--- src/rtl/seq_divider_8bit_pkg.sv ---
// Shared types and constants for the sequential restoring divider.
// Build option: SIGNED_DIV_EN selects two's-complement operands.
package seq_divider_8bit_pkg;

    localparam int DIV_WIDTH = 8;

    typedef enum logic [1:0] {
        IDLE = 2'b00,
        RUN  = 2'b01,
        DONE = 2'b10
    } divState_t;

    function automatic int cntWidth(input int w);
        return $clog2(w + 1);
    endfunction

    localparam int CNT_W = cntWidth(DIV_WIDTH);

endpackage

--- src/rtl/seq_divider_8bit_if.sv ---
// Start/busy/done handshake and operand/result bus of the divider.
// The controller owns the master side, the divider the slave side.
interface seq_divider_8bit_if
    import seq_divider_8bit_pkg::*;
#(
    parameter int WIDTH = DIV_WIDTH
);

    logic             iStart;
    logic [WIDTH-1:0] iDividend;
    logic [WIDTH-1:0] iDivisor;
    logic [WIDTH-1:0] oQuotient;
    logic [WIDTH-1:0] oRemainder;
    logic             oBusy;
    logic             oDone;
    logic             oDivByZero;

    modport master (
        output iStart,
        output iDividend,
        output iDivisor,
        input  oQuotient,
        input  oRemainder,
        input  oBusy,
        input  oDone,
        input  oDivByZero
    );

    modport slave (
        input  iStart,
        input  iDividend,
        input  iDivisor,
        output oQuotient,
        output oRemainder,
        output oBusy,
        output oDone,
        output oDivByZero
    );

endinterface

--- src/rtl/seq_divider_8bit_div_trial_sub.sv ---
// Trial subtractor: difference at WIDTH+1 bits plus a borrow that
// tells the divider to restore the shifted remainder.
module div_trial_sub
    import seq_divider_8bit_pkg::*;
#(
    parameter int WIDTH = DIV_WIDTH
) (
    input  logic [WIDTH:0] minuend,
    input  logic [WIDTH:0] subtrahend,
    output logic [WIDTH:0] diff,
    output logic           borrow
);

    always_comb begin
        {borrow, diff} = {1'b0, minuend} - {1'b0, subtrahend};
    end

endmodule

--- src/rtl/seq_divider_8bit.sv ---
// Sequential restoring divider, one trial subtraction per clock.
// Build option: SIGNED_DIV_EN (two's-complement operands and results).
module seq_divider_8bit
    import seq_divider_8bit_pkg::*;
#(
    parameter int WIDTH = DIV_WIDTH
) (
    input  logic               iClk,
    input  logic               iRst,
    seq_divider_8bit_if.slave  bus
);

    localparam int CW = cntWidth(WIDTH);
    localparam logic [CW-1:0] CNT_INIT = CW'(WIDTH);
    localparam logic [CW-1:0] CNT_LAST = CW'(1);

    divState_t state;
    divState_t stateNext;

    logic [WIDTH-1:0] qWork;
    logic [WIDTH:0]   remWork;
    logic [WIDTH-1:0] divisorReg;
    logic [CW-1:0]    count;

    logic [WIDTH-1:0] quotReg;
    logic [WIDTH-1:0] remReg;
    logic             dbzReg;

    logic             accept;
    logic             divisorZero;
    logic             lastStep;
    logic [WIDTH:0]   remShift;
    logic [WIDTH:0]   diff;
    logic             borrow;
    logic [WIDTH-1:0] qStep;
    logic [WIDTH:0]   rStep;
    logic [WIDTH-1:0] rLow;
    logic [WIDTH-1:0] quotFix;
    logic [WIDTH-1:0] remFix;
    logic [WIDTH-1:0] dividendMag;
    logic [WIDTH-1:0] divisorMag;

    assign accept      = bus.iStart && (state != RUN);
    assign divisorZero = (bus.iDivisor == '0);
    assign lastStep    = (count == CNT_LAST);

    // Shift wraps at WIDTH+1 bits; the top bit is always clear after a step.
    assign remShift = (remWork << 1) | {{WIDTH{1'b0}}, qWork[WIDTH-1]};

    div_trial_sub #(
        .WIDTH (WIDTH)
    ) uSub (
        .minuend    (remShift),
        .subtrahend ({1'b0, divisorReg}),
        .diff       (diff),
        .borrow     (borrow)
    );

    assign qStep = {qWork[WIDTH-2:0], ~borrow};
    assign rStep = borrow ? remShift : diff;
    assign rLow  = WIDTH'(rStep);

`ifdef SIGNED_DIV_EN
    logic negQ;
    logic negR;

    assign dividendMag = bus.iDividend[WIDTH-1] ? -bus.iDividend : bus.iDividend;
    assign divisorMag  = bus.iDivisor[WIDTH-1]  ? -bus.iDivisor  : bus.iDivisor;
    assign quotFix     = negQ ? -qStep : qStep;
    assign remFix      = negR ? -rLow  : rLow;

    always_ff @(posedge iClk) begin
        if (iRst) begin
            negQ <= 1'b0;
            negR <= 1'b0;
        end else if (accept) begin
            negQ <= bus.iDividend[WIDTH-1] ^ bus.iDivisor[WIDTH-1];
            negR <= bus.iDividend[WIDTH-1];
        end
    end
`else
    assign dividendMag = bus.iDividend;
    assign divisorMag  = bus.iDivisor;
    assign quotFix     = qStep;
    assign remFix      = rLow;
`endif

    always_comb begin
        stateNext = state;
        unique case (state)
            IDLE: begin
                if (bus.iStart) begin
                    stateNext = divisorZero ? DONE : RUN;
                end
            end
            RUN: begin
                if (lastStep) begin
                    stateNext = DONE;
                end
            end
            DONE: begin
                if (bus.iStart) begin
                    stateNext = divisorZero ? DONE : RUN;
                end else begin
                    stateNext = IDLE;
                end
            end
            default: stateNext = IDLE;
        endcase
    end

    always_ff @(posedge iClk) begin
        if (iRst) begin
            state      <= IDLE;
            qWork      <= '0;
            remWork    <= '0;
            divisorReg <= '0;
            count      <= '0;
            quotReg    <= '0;
            remReg     <= '0;
            dbzReg     <= 1'b0;
        end else begin
            state <= stateNext;
            if (accept) begin
                qWork      <= dividendMag;
                remWork    <= '0;
                divisorReg <= divisorMag;
                count      <= CNT_INIT;
                dbzReg     <= divisorZero;
                if (divisorZero) begin
                    quotReg <= '1;
                    remReg  <= bus.iDividend;
                end
            end else if (state == RUN) begin
                qWork   <= qStep;
                remWork <= rStep;
                count   <= count - 1'b1;
                if (lastStep) begin
                    quotReg <= quotFix;
                    remReg  <= remFix;
                end
            end
        end
    end

    assign bus.oQuotient  = quotReg;
    assign bus.oRemainder = remReg;
    assign bus.oDivByZero = dbzReg;
    assign bus.oBusy      = (state == RUN);
    assign bus.oDone      = (state == DONE);

endmodule

--- src/flat_wrapper.sv ---
// flat-port wrapper written by rule: the top's interface ports become plain ports
module seq_divider_8bit_flat import seq_divider_8bit_pkg::*;
#(
    parameter int WIDTH = DIV_WIDTH
)
  (iClk, iRst, bus_iStart, bus_iDividend, bus_iDivisor, bus_oQuotient, bus_oRemainder, bus_oBusy, bus_oDone, bus_oDivByZero);
  seq_divider_8bit_if #(.WIDTH(WIDTH)) bus_i ();
  input  logic iClk;
  input  logic iRst;
  input wire logic [$bits(bus_i.iStart)-1:0] bus_iStart;
  input wire logic [$bits(bus_i.iDividend)-1:0] bus_iDividend;
  input wire logic [$bits(bus_i.iDivisor)-1:0] bus_iDivisor;
  output wire logic [$bits(bus_i.oQuotient)-1:0] bus_oQuotient;
  output wire logic [$bits(bus_i.oRemainder)-1:0] bus_oRemainder;
  output wire logic [$bits(bus_i.oBusy)-1:0] bus_oBusy;
  output wire logic [$bits(bus_i.oDone)-1:0] bus_oDone;
  output wire logic [$bits(bus_i.oDivByZero)-1:0] bus_oDivByZero;
  assign bus_i.iStart = bus_iStart;
  assign bus_i.iDividend = bus_iDividend;
  assign bus_i.iDivisor = bus_iDivisor;
  assign bus_oQuotient = bus_i.oQuotient;
  assign bus_oRemainder = bus_i.oRemainder;
  assign bus_oBusy = bus_i.oBusy;
  assign bus_oDone = bus_i.oDone;
  assign bus_oDivByZero = bus_i.oDivByZero;
  seq_divider_8bit #(.WIDTH(WIDTH)) u_core (.iClk(iClk), .iRst(iRst), .bus(bus_i));
endmodule
--- config.mk ---
export PLATFORM = sky130hd
export DESIGN_NAME = seq_divider_8bit_flat
export DESIGN_NICKNAME = d
export VERILOG_FILES = /design/src/rtl/seq_divider_8bit_pkg.sv /design/src/rtl/seq_divider_8bit_if.sv /design/src/rtl/seq_divider_8bit_div_trial_sub.sv /design/src/rtl/seq_divider_8bit.sv /design/src/flat_wrapper.sv
export SDC_FILE = /design/constraint.sdc
export NUM_CORES = 1
export LEC_CHECK = 0
export CORE_ASPECT_RATIO = 0.5
export CORE_MARGIN = 2
export CORE_UTILIZATION = 50
export DETAILED_ROUTE_END_ITERATION = 8
export GPL_ROUTABILITY_DRIVEN = 0
export PLACE_DENSITY = 0.75
export RECOVER_POWER = 100
export SLEW_MARGIN = 20
export SYNTH_ARGS = -nofsm -noshare
export SYNTH_HDL_FRONTEND = slang
export SYNTH_SLANG_ARGS = --single-unit
--- constraint.sdc ---
create_clock -name iClk -period 6.94 [get_ports iClk]
set_clock_uncertainty 0.15 [all_clocks]
set_input_delay 1.041 -clock iClk [delete_from_list [all_inputs] [get_ports iClk]]
set_output_delay 1.041 -clock iClk [all_outputs]
set_load 0.05 [all_outputs]
==> metrics.cfg <==
[sta]
rsz0062_at_grt = false
period_minus_slack_ns = 3.963
drv_slew = 0
finalHoldViolations = 0
holdWs_ns = 0.3173
min_period_over_period_pct = 57.10
tightest_slew_ns = 1.090
setup_violations = 0
slew_headroom_pct = 26.76
fmax_mhz = 252.4
fin_tns_setup_ns = 0
setup_slack_ns = 2.977

[power]
internal_power_w = 0.0005012
p_leak_nw = 1.198
power_density_nw_per_um2 = 250.8
p_switching_w = 0.0002149
pwr-share-clk_pct = 34.8
pwr-share-seq_pct = 41.5
ir_drop_uv = 124.8
share_comb_of_total_power_pct = 23.6
switching_share_pct = 30.01

[cts]
clk_pin_slew_ns = 0.10
cts_hold_buf = 0
cts_root_buf = clkbuf_8
cts_made_buffers = 5
cts_setup_buffers = 0
cts_tree = yes
cts_buffer_depth = 2
cts_resized = 0
cts_max_level = 2
cts.sinks = 47
clkLatencyLatePin_ns = 0.31

[route]
wl_met3_um = 287
drt-initial-drc-count = 75
wl_per_cell_um = 14.99
drtAntennaViolNets = 0
wl_um = 5411
dr.pass1.iters = 4
dr_wl_met2_um = 2400
routed.top_layer = met4
drc = 0
drt-met1-wl_um = 2650
via_count = 2013
vias_per_cell = 5.576

[setup_path]
rr_endpoint = u_core.bus.oRemainder[0]
r2r-start = u_core.state[1]
r2r_cells = 6
cp.arrival_ns = 2.77
cp.required_ns = 5.75
endpoint_kind = primary output
rrSetupSlack_ns = 3.79
worstSetupStartpointType = register
worstSetupPathType = register to primary output
worstPathMaxFanout = 24

[logic_synthesis]
synthSimpleGateAreaFrac_pct = 22.62
synth.area.mux_share_pct = 5.285
synth-xor-area-share_pct = 1.850
avgSynthCellArea_um2 = 8.768
synth_top_flop_cell = dfxtp_1
synth_top_family_by_area = simple AND/OR/NAND/NOR gates
synth-seq-area-share_pct = 39.75
synth_compound_area_share_pct = 20.56
ys_warn_count = 0
ys_async_sr_fraction_pct = 0
synth_cells = 270
synth_edf_count = 0
ys_ff_latch = 47
synth_adder_area_share_pct = 6.131
synth.distinct_cells = 51
syn_area_um2 = 2367
syn-num-nets = 300

[hold_path]
whs_path_depth = 2
min_from = u_core.divisorReg[4]
hold_class = register to register
min_to = u_core.divisorReg[4]

[finish]
nets = 333
nFillCells = 392
final_layout_size_suffix_gt1_share_pct = 5.921
area_delta_synth_final_pct = 20.61
multi_input_area_um2 = 1280
most-common-layout-cells = 47 x dfxtp_1, 34 x nor2_1, 25 x nand2_1
final_cell_count_no_fill = 361
utilization_pct = 63.92
layout_commonest_cell = dfxtp_1
seq_area_um2 = 940.9
diodes = 0

[placed_design]
port_buffers = 37
dpl.cell_count = 353
dp_hpwl_um = 4010
place_ws_ns = 3.525

[floorplanning]
fp.dieH_um = 52.66
die-area_um2 = 5334
die_w_um = 101.3
core_um2 = 4467
num_rows = 17
io_pins = 38
initial_utilization_pct = 53.00

[grt]
track_usage_pct = 21.38
antenna_found_initial = 0
grt_max_degree = 40
grt_overflow = 0
grt_pass1_vias = 1820
grt_pass1_wl_um = 8652

[status]
status = finished clean

[job]
cap_violations = 0

-- Yosys cell counts, types with 3 or more instances --
cell / instances / area, µm²
nand2_4: 3 / 33.78
nor2_1: 35 / 131.4
a21oi_1: 20 / 100.1
nor3_1: 18 / 90.09
xor2_1: 3 / 26.28
a2111oi_1: 3 / 30.03
mux2i_1: 11 / 110.1
inv_1: 11 / 41.29
ha_1: 10 / 125.1
nand3_1: 7 / 35.03
a211oi_1: 13 / 97.59
and3_1: 4 / 25.02
dfxtp_1: 47 / 940.9
o21ai_0: 7 / 35.03
nand2_1: 23 / 86.33
clkbuf_1: 10 / 37.54
-- final cells by class --
cell class	count	area share, %
inverter	12	1.578
tap	57	2.498
clock buffer	5	2.410
timing repair buffer	38	13.23
clock inverter	3	2.498
multi-input combinational	199	44.83
sequential	47	32.95
-- metrics by stage --
step | total power, W | area, µm²
5_1_grt | 0.0007428 | 2855
6_report | 0.0007160 | 2855
4_1_cts | 0.0007215 | 2914
3_5_place_dp | 0.0004769 | 2774
3_3_place_gp | 0.0004729 | 2771
2_1_floorplan | 0.0004286 | 2367
-- worst max-delay path, cell delays in order (launching register included) --
cell and delay (ns):
dfxtp_1 0.31, nand2b_1 0.56, inv_1 0.64, dlygate4sd3_1 0.95
-- kinds of logic (layout without fill, tap and decap cells) --
logic type	count (synthesis)	after routing
AO/OA/AOI/OAI	66	66
buffers and inverters	24	58
XOR/XNOR	5	5
flip-flops	47	47
AND/OR/NAND/NOR	105	105
multiplexers	12	12
adder cells (fa/ha/maj)	11	11
-- worst max path at each step --
stage | from | endpoint | slack [ns] | depth (start not counted)
2_1_floorplan | bus_iDivisor[4] | u_core.bus.oRemainder[1] | 4.37 | 6
3_3_place_gp | bus_iStart | u_core.bus.oQuotient[0] | 3.58 | 5
3_5_place_dp | bus_iStart | u_core.bus.oQuotient[2] | 3.52 | 5
4_1_cts | u_core.state[1] | bus_oBusy | 3.23 | 3
5_1_grt | u_core.state[1] | bus_oBusy | 2.77 | 3
6_report | u_core.state[1] | bus_oBusy | 2.98 | 3
-- per-layer routing --
metal,vias to the layer above,GRT usage (%)
met2,42,33.89
met5,-,0
met1,930,28.92
li1,1033,-
met3,8,5.600
met4,0,6.081
-- sequential cells by signal (all words and copies together), names as in the netlist --
signal and cells:
u_core.bus.oDivByZero 1, u_core.bus.oQuotient 8, u_core.bus.oRemainder 8, u_core.count 4, u_core.divisorReg 8, u_core.qWork 8
u_core.remWork 8, u_core.state 2
-- power groups by stage --
stage	Combinational, W	Clock, W	Sequential [W]
floorplan	0.000120	0	0.000308
global placement	0.000170	0	0.000303
detailed placement	0.000173	0	0.000304
CTS	0.000174	0.000250	0.000297
global route	0.000185	0.000258	0.000300
finish	0.000169	0.000249	0.000298
Power figures use the tool's default switching activity.
